**config.mk**
```make
export PLATFORM = sky130hd
export DESIGN_NAME = voting_tally_ctrl
export DESIGN_NICKNAME = d
export VERILOG_FILES = /design/src/rtl/voting_tally_ctrl.sv
export SDC_FILE = /design/constraint.sdc
export NUM_CORES = 1
export LEC_CHECK = 0
export CORE_ASPECT_RATIO = 2
export CORE_MARGIN = 2
export CORE_UTILIZATION = 35
export CTS_CLUSTER_DIAMETER = 80
export CTS_CLUSTER_SIZE = 16
export DETAILED_ROUTE_END_ITERATION = 10
export PLACE_DENSITY = 0.56
export SYNTH_ARGS = -nofsm -noshare
export SYNTH_HDL_FRONTEND = slang
export SYNTH_SLANG_ARGS = --single-unit
export TNS_END_PERCENT = 10
```
**constraint.sdc**
```tcl
create_clock -name clk -period 2.7 [get_ports clk]
set_input_delay 0.405 -clock clk [delete_from_list [all_inputs] [get_ports clk]]
set_output_delay 0.405 -clock clk [all_outputs]
set_load 0.01 [all_outputs]
```
**src/rtl/voting_tally_ctrl.sv**
```systemverilog
// voting_tally_ctrl: serial ballot collection with per-candidate tallies and a plurality decision.
// Optional collection timeout (parameter TIMEOUT_CYC, port timed_out) is enabled by VOTING_TALLY_TIMEOUT_EN.
module voting_tally_ctrl #(
    parameter int NUM_VOTERS = 4,
    parameter int CAND_W     = 2,
    parameter int CNT_W      = 8
`ifdef VOTING_TALLY_TIMEOUT_EN
    ,
    parameter int TIMEOUT_CYC = 64
`endif
) (
    input  logic              clk,
    input  logic              rst_n,
    input  logic              start,
    input  logic              ballot_valid,
    output logic              ballot_ready,
    input  logic [CAND_W-1:0] ballot,
    output logic              result_valid,
    input  logic              result_ready,
    output logic [CAND_W-1:0] winner,
    output logic              tie,
    output logic [CNT_W-1:0]  win_count,
`ifdef VOTING_TALLY_TIMEOUT_EN
    output logic              timed_out,
`endif
    output logic              busy
);
    localparam int NC = 1 << CAND_W;

    typedef enum logic [1:0] {IDLE, COLLECT, DECIDE, REPORT} state_t;

    typedef struct packed {
        logic [CAND_W-1:0] idx;
        logic [CNT_W-1:0]  cnt;
        logic              tie;
    } best_t;

    state_t            state, state_next;
    logic [1:0]        rst_sync;
    logic              rst_int_n;
    logic [CNT_W-1:0]  tally [NC];
    logic [CNT_W-1:0]  ballot_cnt;
    logic [CAND_W-1:0] scan_idx;
    logic              accept;
    logic              last_ballot;
    logic              to_hit;
    logic [CAND_W-1:0] idx_p0;
    logic [CNT_W-1:0]  cnt_p0;
    logic              vld_p0;
    logic              last_p0;
    best_t             best;
    best_t             best_nxt;

    function automatic logic [CNT_W-1:0] sat_inc(input logic [CNT_W-1:0] v);
        return (v == '1) ? v : v + CNT_W'(1);
    endfunction

    // Strictly greater takes over the lead, so equal counts stay with the lowest index.
    function automatic best_t scan_step(input best_t b, input logic [CAND_W-1:0] i,
                                        input logic [CNT_W-1:0] c);
        best_t r;
        r = b;
        if (c > b.cnt) begin
            r.idx = i;
            r.cnt = c;
            r.tie = 1'b0;
        end else if ((c == b.cnt) && (i != b.idx)) begin
            r.tie = 1'b1;
        end
        return r;
    endfunction

    always_ff @(posedge clk or negedge rst_n) begin
        if (!rst_n) rst_sync <= 2'b00;
        else        rst_sync <= {rst_sync[0], 1'b1};
    end
    assign rst_int_n = rst_sync[1];

    assign accept      = ballot_valid && (state == COLLECT);
    assign last_ballot = accept && (ballot_cnt == CNT_W'(NUM_VOTERS - 1));
    assign best_nxt    = scan_step(best, idx_p0, cnt_p0);

`ifdef VOTING_TALLY_TIMEOUT_EN
    localparam int TO_W = $clog2(TIMEOUT_CYC + 1);
    logic [TO_W-1:0] idle_cnt;

    assign to_hit = (state == COLLECT) && !accept && (idle_cnt == TO_W'(TIMEOUT_CYC - 1));

    always_ff @(posedge clk or negedge rst_int_n) begin
        if (!rst_int_n) begin
            idle_cnt  <= '0;
            timed_out <= 1'b0;
        end else if ((state == IDLE) && start) begin
            idle_cnt  <= '0;
            timed_out <= 1'b0;
        end else if (state == COLLECT) begin
            idle_cnt <= accept ? '0 : idle_cnt + TO_W'(1);
            if (to_hit) timed_out <= 1'b1;
        end
    end
`else
    assign to_hit = 1'b0;
`endif

    always_ff @(posedge clk or negedge rst_int_n) begin
        if (!rst_int_n) state <= IDLE;
        else            state <= state_next;
    end

    always_comb begin
        state_next   = state;
        ballot_ready = 1'b0;
        busy         = 1'b1;
        case (state)
            IDLE: begin
                busy = 1'b0;
                if (start) state_next = COLLECT;
            end
            COLLECT: begin
                ballot_ready = 1'b1;
                if (last_ballot || to_hit) state_next = DECIDE;
            end
            DECIDE:  if (&scan_idx) state_next = REPORT;
            REPORT:  if (result_valid && result_ready) state_next = IDLE;
            default: state_next = IDLE;
        endcase
    end

    always_ff @(posedge clk or negedge rst_int_n) begin
        if (!rst_int_n) begin
            for (int i = 0; i < NC; i++) tally[i] <= '0;
            ballot_cnt <= '0;
            scan_idx   <= '0;
        end else begin
            case (state)
                IDLE: if (start) begin
                    for (int i = 0; i < NC; i++) tally[i] <= '0;
                    ballot_cnt <= '0;
                    scan_idx   <= '0;
                end
                COLLECT: if (accept) begin
                    tally[ballot] <= sat_inc(tally[ballot]);
                    ballot_cnt    <= ballot_cnt + CNT_W'(1);
                end
                DECIDE:  scan_idx <= scan_idx + CAND_W'(1);
                default: ;
            endcase
        end
    end

    // Stage p0: fetch the tally of the candidate being scanned
    always_ff @(posedge clk or negedge rst_int_n) begin
        if (!rst_int_n) begin
            idx_p0  <= '0;
            cnt_p0  <= '0;
            vld_p0  <= 1'b0;
            last_p0 <= 1'b0;
        end else begin
            idx_p0  <= scan_idx;
            cnt_p0  <= tally[scan_idx];
            vld_p0  <= (state == DECIDE);
            last_p0 <= (state == DECIDE) && (&scan_idx);
        end
    end

    // Stage p1: fold into the running best; the last candidate publishes the result
    always_ff @(posedge clk or negedge rst_int_n) begin
        if (!rst_int_n) begin
            best         <= '0;
            winner       <= '0;
            tie          <= 1'b0;
            win_count    <= '0;
            result_valid <= 1'b0;
        end else begin
            if ((state == IDLE) && start) begin
                best <= '0;
            end else if (vld_p0) begin
                best <= best_nxt;
            end
            if (vld_p0 && last_p0) begin
                winner       <= best_nxt.idx;
                tie          <= best_nxt.tie;
                win_count    <= best_nxt.cnt;
                result_valid <= 1'b1;
            end else if ((state == REPORT) && result_valid && result_ready) begin
                result_valid <= 1'b0;
            end
        end
    end

endmodule

```
==> results.md <==
- Status: finished clean
- Global route overflow: 0
- H-Tree Depth: 3
- Die Wd: 79.84 um
- Initial Utilization: 35.68%
- Post-CTS setup buffer count: 0
- Mapped Nets: 385
- Area grow syn2layout: 19.73%
- Rows: 55
- Detailed placement HPWL: 6837 um
- Clock sink total: 81
- Cts repair resizes: 0
- LEAKAGE: 2.261 nW
- Power Dens Cells: 959.8 nW/um^2
- Setup_tns: 0 ns
- Reg clk slew, reported paths: 0.06 ns
- Dpl cells: 530
- Area leader, netlist: dfrtp_1
- CTS tree: built
- Post-synth EDFFs: 0
- MaxCap Viol Count: 0
- Crit path kind: primary input to flop
- Largest net degree at the start of global routing: 80
- Fin cells: 546
- Commonest cells after routing, fill and taps aside: dfrtp_1, nand2_1, nor2_1, mux2i_1, o21ai_0
- Die Y: 155.7 um
- Core area: 11,290 sq um
- Tmin final: 2.343 ns
- Slew Limit Fails: 0
- WP data arrival: 2.54 ns
- CTS Buf Count: 9
- Worst setup EP type: flop
- Fmax: 426.8 MHz
- Routed wire length: 9441 um
- Global-route wire length before repair: 15,940 um
- I/O pins: 21
- # DRC: 0
- Nets@finish: 421
- Most area-consuming cells after synthesis: dfrtp_1, mux4_2, mux2i_1
- Worst path slowest cell: mux4_1
- Seq cells post-synth: 81
- Setup Skew: 0.005795 ns
- Most used DFF post-synth: dfrtp_1
- Crit path largest cell delay: 0.64 ns
- Peak VDD IR: 557.6 uV
- Max Root-Sink Buffers: 2
- Via count: 2,890
- Worst skew pair latency: 0.34 ns
- Worst slew pin tran: 1.037 ns
- Sequential element share of the synthesized area: 50.34%
- Antenna-violating nets left: 0
- Synth Cell Area: 4026 sq um
- Overall Global Routing Usage: 17.07%
- Netlist cell types: 45
- Number of global-route vias before repair: 3,081
- Final Cycle Share: 86.77%
- Commonest non-fill, non-tap cell in the layout: dfrtp_1
- Cells along the critical path: clkdlybuf4s50_1 -> mux4_1 -> ha_1 -> nand4_2 -> o21ai_1 -> nor2_1 -> xnor2_1 -> o21ai_1
- Placer Congestion: 0.8285
- Final setup fails: 0
- RSZ-0062 raised after global routing: false
- Worst hold path class: primary input to async pin
- Req. time, crit path: 2.90 ns
- Antenna diodes: 0
- Share of layout cells above drive strength 1: 14.36%
- Die ar.: 12,430 sq um
- Crit path max fanout: 4
- Post-synth ARST share: 100.0%
- Drt first pass iters: 4
- Syn_area_per_cell: 11.09 sq um
- Root buf cell: clkbuf_16
- Drt wl/cell: 17.29 um
- Final core occ: 42.72%
- Final hold viol count: 0
- Mapped Cells: 363
- Iter 0 DRT Violations: 166
- Port Buffers: 20
- Yosys top cell area share: 50.34%
- Synth warn: 0
- Vias per cell: 5.293
- Crit path top cell by count: o21ai_1
- # fillers: 1,089
- Hold_buf cts: 0
- Hold WS: 0.2283 ns
- Initial antenna violation count: 0
- CP startpoint kind: primary input
- Relative slew slack: 30.84%
## power breakdown
group	leakage, nW	switching (mW)	internal, mW
clock	0.159	0.506	0.839
sequential	1.07	0.181	1.45
combinational	1.03	0.920	0.733
total	2.26	1.61	3.02
## cells by family (layout without fill, tap and decap cells)
group | Yosys count | count (layout) | synth area share [%]
XOR/XNOR | 12 | 12 | 2.797
AND/OR/NAND/NOR | 116 | 116 | 13.14
multiplexers | 42 | 42 | 15.82
buffers and inverters | 28 | 69 | 2.890
AO/OA/AOI/OAI | 68 | 68 | 10.25
other | 1 | 1 | 0.09314
flip-flops | 81 | 81 | 50.34
adder cells (fa/ha/maj) | 15 | 15 | 4.661
## stage by stage
stage          power [mW]  worst slack [ns]  area [sq um]
2_1_floorplan       2.686            0.2770          4026
4_1_cts             4.691            0.3639          4821
3_5_place_dp        3.337           0.02136          4492
3_3_place_gp        3.304           0.03688          4492
6_report            4.627            0.3572          4821
5_1_grt             4.929            0.2236          4821
## final timing paths
path,from,endpoint,slack [ns],depth (start not counted)
min in group clk,rst_sync[0]$_DFF_PN0_,rst_sync[1]$_DFF_PN0_,0.35,0
setup / recovery,ballot[0],tally[27]$_DFFE_PN0P_,0.36,8
hold reg to reg,rst_sync[0]$_DFF_PN0_,rst_sync[1]$_DFF_PN0_,0.35,0
max in group asynchronous,rst_sync[1]$_DFF_PN0_,tally[27]$_DFFE_PN0P_,1.51,0
setup reg to reg,cnt_p0[5]$_DFF_PN0_,winner[1]$_DFFE_PN0P_,0.48,8
hold / removal,rst_n,rst_sync[1]$_DFF_PN0_,0.23,1
## final cells by class
| type | instances | area [sq um] | share of cell area [%] |
|---|---|---|---|
| clock inverter | 6 | 90.09 | 1.869 |
| multi-input combinational | 254 | 1896 | 39.32 |
| inverter | 16 | 60.06 | 1.246 |
| timing repair buffer | 37 | 327.8 | 6.800 |
| clock buffer | 10 | 239.0 | 4.957 |
| tap | 142 | 177.7 | 3.685 |
| sequential | 81 | 2031 | 42.12 |
## per-layer routing
layer / up-vias / GRT usage (%) / routed length [um]
met5: - / 0 / 0
met2: 66 / 32.25 / 5393
li1: 1366 / - / -
met3: 20 / 2.488 / 286
met1: 1438 / 17.61 / 3418
met4: 0 / 8.797 / 343
## cells in the mapped netlist, types with 4 or more instances
cell type,instances
mux2i_1,25
dfrtp_1,81
mux4_1,4
and3_1,4
a21oi_1,11
xor2_1,5
inv_1,15
o21ai_1,13
mux4_2,12
nand2_1,54
nor2_1,25
clkbuf_1,7
ha_1,15
a22o_1,12
o21ai_0,23
xnor2_1,6
nand3_1,9
## flip-flops by register name (all words and copies together), names as in the netlist
register,count
tally,32
state,2
win_count,8
scan_idx,2
cnt_p0,8
idx_p0,2
rst_sync,2
result_valid,1
last_p0,1
tie,1
vld_p0,1
ballot_cnt,8
best,11
winner,2
## worst max-delay path: cells and delay by family
family,cells,cell delay (ns)
simple gates,2,0.23
buf+inv,1,0.55
mux,1,0.64
fa+ha+maj,1,0.28
compound gates,2,0.22
xor+xnor,1,0.22
Power figures use the tool's default switching activity.
